===== src/rtl/fifo_wconv.sv =====
// Width-down-converting FIFO: stores RATIO*OUT_W-bit words and emits them as
// RATIO slices of OUT_W bits under downstream ready flow control.
module fifo_wconv #(
  parameter int OUT_W     = 8,
  parameter int RATIO     = 2,
  parameter int DEPTH     = 64,
  parameter bit MSB_FIRST = 1'b1
) (
  input  logic                       clk,
  input  logic                       rst_n,
  input  logic [RATIO*OUT_W-1:0]     data_in,
  input  logic                       data_in_vld,
  output logic                       data_in_rdy,
  output logic [OUT_W-1:0]           data_out,
  output logic                       data_out_vld,
  input  logic                       b_rdy,
  output logic [$clog2(DEPTH):0]     fifo_cnt,
  output logic                       ovf
);

  localparam int IN_W = RATIO * OUT_W;
  localparam int AW   = $clog2(DEPTH);
  localparam int IW   = (RATIO > 1) ? $clog2(RATIO) : 1;

  typedef enum logic {IDLE, SEND} state_t;

  logic [IN_W-1:0] mem [DEPTH];
  logic [AW-1:0]   wptr, rptr;
  logic [AW:0]     cnt;
  state_t          state, state_nxt;
  logic [IN_W-1:0] sreg, sreg_nxt, sreg_shifted;
  logic [IW-1:0]   idx, idx_nxt;
  logic            wr, load, xfer, last, not_empty;

  assign data_in_rdy  = (cnt != (AW+1)'(DEPTH));
  assign data_out_vld = (state == SEND);
  assign fifo_cnt     = cnt;

  assign wr        = data_in_vld && data_in_rdy;
  assign xfer      = data_out_vld && b_rdy;
  assign last      = (idx == IW'(RATIO - 1));
  assign not_empty = (cnt != '0);

  // Slices are always taken from the same end of the shift register, which
  // moves toward that end after each transfer.
  generate
    if (MSB_FIRST) begin : g_msb
      assign data_out     = sreg[IN_W-1 -: OUT_W];
      assign sreg_shifted = sreg << OUT_W;
    end else begin : g_lsb
      assign data_out     = sreg[OUT_W-1:0];
      assign sreg_shifted = sreg >> OUT_W;
    end
  endgenerate

  // NOTE: every variable assigned in always_comb gets a default first, so no
  // path leaves it unassigned and no latch is inferred.
  always_comb begin
    state_nxt = state;
    sreg_nxt  = sreg;
    idx_nxt   = idx;
    load      = 1'b0;
    unique case (state)
      IDLE: begin
        if (not_empty) begin
          load      = 1'b1;
          sreg_nxt  = mem[rptr];
          idx_nxt   = '0;
          state_nxt = SEND;
        end
      end
      SEND: begin
        if (xfer) begin
          if (!last) begin
            sreg_nxt = sreg_shifted;
            idx_nxt  = idx + IW'(1);
          end else if (not_empty) begin
            load     = 1'b1;
            sreg_nxt = mem[rptr];
            idx_nxt  = '0;
          end else begin
            state_nxt = IDLE;
          end
        end
      end
      default: state_nxt = IDLE;
    endcase
  end

  // NOTE: sequential state uses non-blocking assignments so every register
  // samples the pre-edge values regardless of process ordering.
  always_ff @(posedge clk or negedge rst_n) begin
    if (!rst_n) begin
      state <= IDLE;
      sreg  <= '0;
      idx   <= '0;
      wptr  <= '0;
      rptr  <= '0;
      cnt   <= '0;
      ovf   <= 1'b0;
    end else begin
      state <= state_nxt;
      sreg  <= sreg_nxt;
      idx   <= idx_nxt;
      ovf   <= data_in_vld && !data_in_rdy;
      if (wr)   wptr <= wptr + AW'(1);
      if (load) rptr <= rptr + AW'(1);
      unique case ({wr, load})
        2'b10:   cnt <= cnt + (AW+1)'(1);
        2'b01:   cnt <= cnt - (AW+1)'(1);
        default: cnt <= cnt;
      endcase
    end
  end

  // NOTE: the storage array has no reset; stale contents are unreachable
  // because the pointers and count are cleared, and omitting the reset lets
  // it map onto RAM.
  always_ff @(posedge clk) begin
    if (wr) mem[wptr] <= data_in;
  end

endmodule


===== config.mk =====
export PLATFORM = sky130hd
export DESIGN_NAME = fifo_wconv
export DESIGN_NICKNAME = d
export VERILOG_FILES = /design/src/rtl/fifo_wconv.sv
export SDC_FILE = /design/constraint.sdc
export NUM_CORES = 1
export LEC_CHECK = 0
export BUFFER_PORTS_ARGS = -buffer_cell sky130_fd_sc_hd__buf_2
export CAP_MARGIN = 5
export CORE_MARGIN = 2
export CORE_UTILIZATION = 55
export CTS_BUF_LIST = sky130_fd_sc_hd__clkbuf_4 sky130_fd_sc_hd__clkbuf_8
export CTS_CLUSTER_DIAMETER = 50
export DETAILED_ROUTE_END_ITERATION = 7
export PLACE_DENSITY = 0.82
export SYNTH_ARGS = -nofsm -noshare
export SYNTH_HDL_FRONTEND = slang
export SYNTH_SLANG_ARGS = --single-unit

===== constraint.sdc =====
create_clock -name clk -period 6.77 [get_ports clk]
set_input_delay 1.354 -clock clk [delete_from_list [all_inputs] [get_ports clk]]
set_output_delay 1.354 -clock clk [all_outputs]
set_load 0.03 [all_outputs]

==> run_results.csv <==
group,metric,value,unit
sta,worst_slew_pin_slew,1.319,ns
setup_path,cp.arrival,4.61,ns
logic_synthesis,synth_async_reset_ratio,3.578,%
logic_synthesis,edff_count_synth,1024,
global_routing,groute.usage.overall,24.88,%
die,effective_utilization_at_floorplan,55.66,%
logic_synthesis,synth.top_cells.by_count,"edfxtp_1 (1024), mux4_2 (204), mux2i_1 (112)",
run,max_cap_viol_count,0,
logic_synthesis,synth.ff_latch_count,1062,
route,drt_iter0_drc,2925,
global_routing,grt_pass1_vias,21544,
logic_synthesis,netlist_top_cells_area,"edfxtp_1 (74%), mux4_2 (11%), mux2i_1 (2.7%)",
final_layout,drive_above_1_share,27.38,%
final_layout,layout_cells_excl_fill,3246,
power,leakage,0.01484,uW
placement,io_buffers,37,
route,drc_errors,2,
cts,post_cts_hold_buffer_count,0,
route,wirelength,94640,um
die,die_x_extent,279.0,um
die,number_of_top_level_pins,38,
cts,clockBufferDepth,3,
logic_synthesis,syn-cell-area,41580,um2
power,power_density_cells,393.7,nW/um2
cts,cts_made_buffers,158,
sta,period_share,57.28,%
sta,rsz0062_at_grt,"no",
cts,root_buffer,"clkbuf_8",
logic_synthesis,syn-instance-count,1988,
logic_synthesis,yosysSeqAreaShare,76.24,%
route,vias_per_cell,6.501,
setup_path,cp_max_fanout,21,
route,drt_pre_antenna_iters,8,
sta,setup-tns-final,0,ns
final_layout,syn_to_final_growth,10.52,%
die,dieHeight,279.0,um
setup_path,criticalPathCategory,"reg -> reg",
cts,ctsHtreeMaxLevel,4,
setup_path,crit_required,7.51,ns
sta,final.setup_skew,0.03533,ns
placement,place_inst,2958,
sta,setup_viol_count_final,0,
outcome,failed_checks,"design-rule violations",
placement,dpl_wire_length,54480,um
route,dr_total_vias,21102,
power,ir_worst_vdd,0.2797,mV
logic_synthesis,synth_top_cell_area_share,73.96,%
cts,worstSkewPairLatency,0.83,ns
route,route.antenna.remaining_nets,0,
setup_path,startpoint_type,"register",
cts,post_cts_resized,0,
global_routing,grt-ovfl-total,0,
global_routing,grt_antenna_before_repair,2,
placement,place_congestion,0.9257,
logic_synthesis,synth_area_leader_cell,"edfxtp_1",
die,design.core.area,74700,um2
die,die-area,77810,um2
setup_path,worstSetupEndpointType,"register",
sta,timing.final.hold_violations,0,
setup_path,flop_to_flop_setup_slack,2.89,ns
outcome,status,"finished with violations",
sta,max_freq,0.2579,GHz
sta,finalMaxSlewViolations,0,
die,floorplan.rows,100,
min_path,hp-class,"reg -> reg",
sta,max-slew-margin-rel,12.10,%
global_routing,grt_start_max_net_pins,91,
logic_synthesis,synth.yosys.warnings,0,
cts,cts.clk_slew.worst_paths,0.06,ns
global_routing,first_pass_grt_wire_length,139700,um
logic_synthesis,postSynthNetCount,2013,
logic_synthesis,synth.most_common_cell,"edfxtp_1",
logic_synthesis,leading_register_cell_type_out_of_synthesis,"edfxtp_1",
final_layout,finish.net_count,2174,
sta,period_minus_slack,3.878,ns
cts,numClockSinks,1062,
route,routed_wl_per_cell,29.15,um
cts,cts_tree,"done",
logic_synthesis,synth.distinct_cells,63,
logic_synthesis,postSynthAreaPerCell,20.91,um2
cts,post_cts_buffers,0,
-- worst paths after layout --
path | start | to | cells after the start
setup reg to reg | data_out_vld | fifo_cnt[4] | 10
setup / recovery | data_out_vld | fifo_cnt[4] | 10
hold / removal | wptr[2] | wptr[2] | 1
hold reg to reg | wptr[2] | wptr[2] | 1
min in group asynchronous | rst_n | sreg[8] | 1
max in group asynchronous | rst_n | rptr[1] | 1
-- power breakdown --
part / switching (uW) / internal (uW) / total [uW]
Clock: 2380 / 2600 / 4980
Combinational: 3000 / 2120 / 5120
Sequential: 453 / 7540 / 7990
Total: 5830 / 12300 / 18100
-- logic make-up after synthesis --
logic type	count (synthesis)	share of synthesized area [%]
compound gates	248	4.526
xor+xnor	19	0.4002
fa+ha+maj	5	0.1505
buf+inv	130	1.941
flops	1062	76.24
mux	343	14.62
simple gates	181	2.118
-- layer usage --
layer	GRT usage (%)	part of all wire, %	vias up
met4	10.37	3.6	2
met2	39.73	49	1290
met3	6.158	11	242
met1	33.14	37	10889
met5	0	0.042	-
li1	-	-	8679
-- stage by stage --
stage               utilization [%]  hold WS, ns  worst slack (ns)  cell area (um2)  total power, uW
finish                        61.52       0.5563             2.892            45950            18090
global route                  61.52       0.5643             2.622            45950            18700
CTS                           61.51       0.5346             3.002            45950            18100
detailed placement            57.46       0.5203             2.339            42920            13170
global placement              57.46       0.4942             2.393            42920            13030
floorplan                         -       0.4791             2.905            41580            11670
-- cell usage in the layout (no fill, tap or decap), types with 5 or more instances in the layout --
master / n
inv_1: 6
clkinvlp_4: 7
a32o_1: 8
xnor2_1: 10
clkinv_1: 40
a2111oi_2: 5
a211o_1: 6
a22o_1: 15
o31ai_1: 5
o21ai_0: 37
nand4_1: 5
edfxtp_1: 1024
buf_2: 37
xor2_1: 9
dfrtp_1: 34
clkinv_2: 15
a31o_1: 13
nor2b_1: 10
a22oi_1: 29
o211ai_1: 6
o22ai_1: 20
mux2_2: 23
clkbuf_4: 55
a221oi_1: 10
mux4_2: 204
o221ai_1: 34
a21oi_1: 33
nand2_1: 31
a222oi_1: 6
nor2_1: 79
and2_1: 6
mux2i_1: 112
buf_4: 85
clkbuf_8: 161
nand3_1: 13
ha_1: 5
-- sequential cells by signal, indices dropped and copies added (netlist names) --
signal and flops:
idx 1, wptr 6, rptr 6, ovf 1, mem 1024, fifo_cnt 7, data_out_vld 1, sreg 16
-- critical path, cell delays in order, from the launching register on --
cell and delay (ns):
dfrtp_1 0.79, nor2b_1 0.83, a311oi_2 0.26, ha_1 0.39
xor2_1 0.20, ha_1 0.24, and3b_1 0.18, o21ai_0 0.29
a31oi_1 0.13, a311oi_1 0.31, xor2_1 0.17
-- layout make-up --
cell class | count | area (um2)
clock buffer | 216 | 2629
timing repair buffer | 125 | 883.3
fill | 4827 | 28740
antenna | 2 | 5.005
tap | 969 | 1212
inverter | 6 | 22.52
sequential | 1062 | 31710
clock inverter | 70 | 395.4
multi-input combinational | 796 | 9092
(Power assumes the default switching activity.)
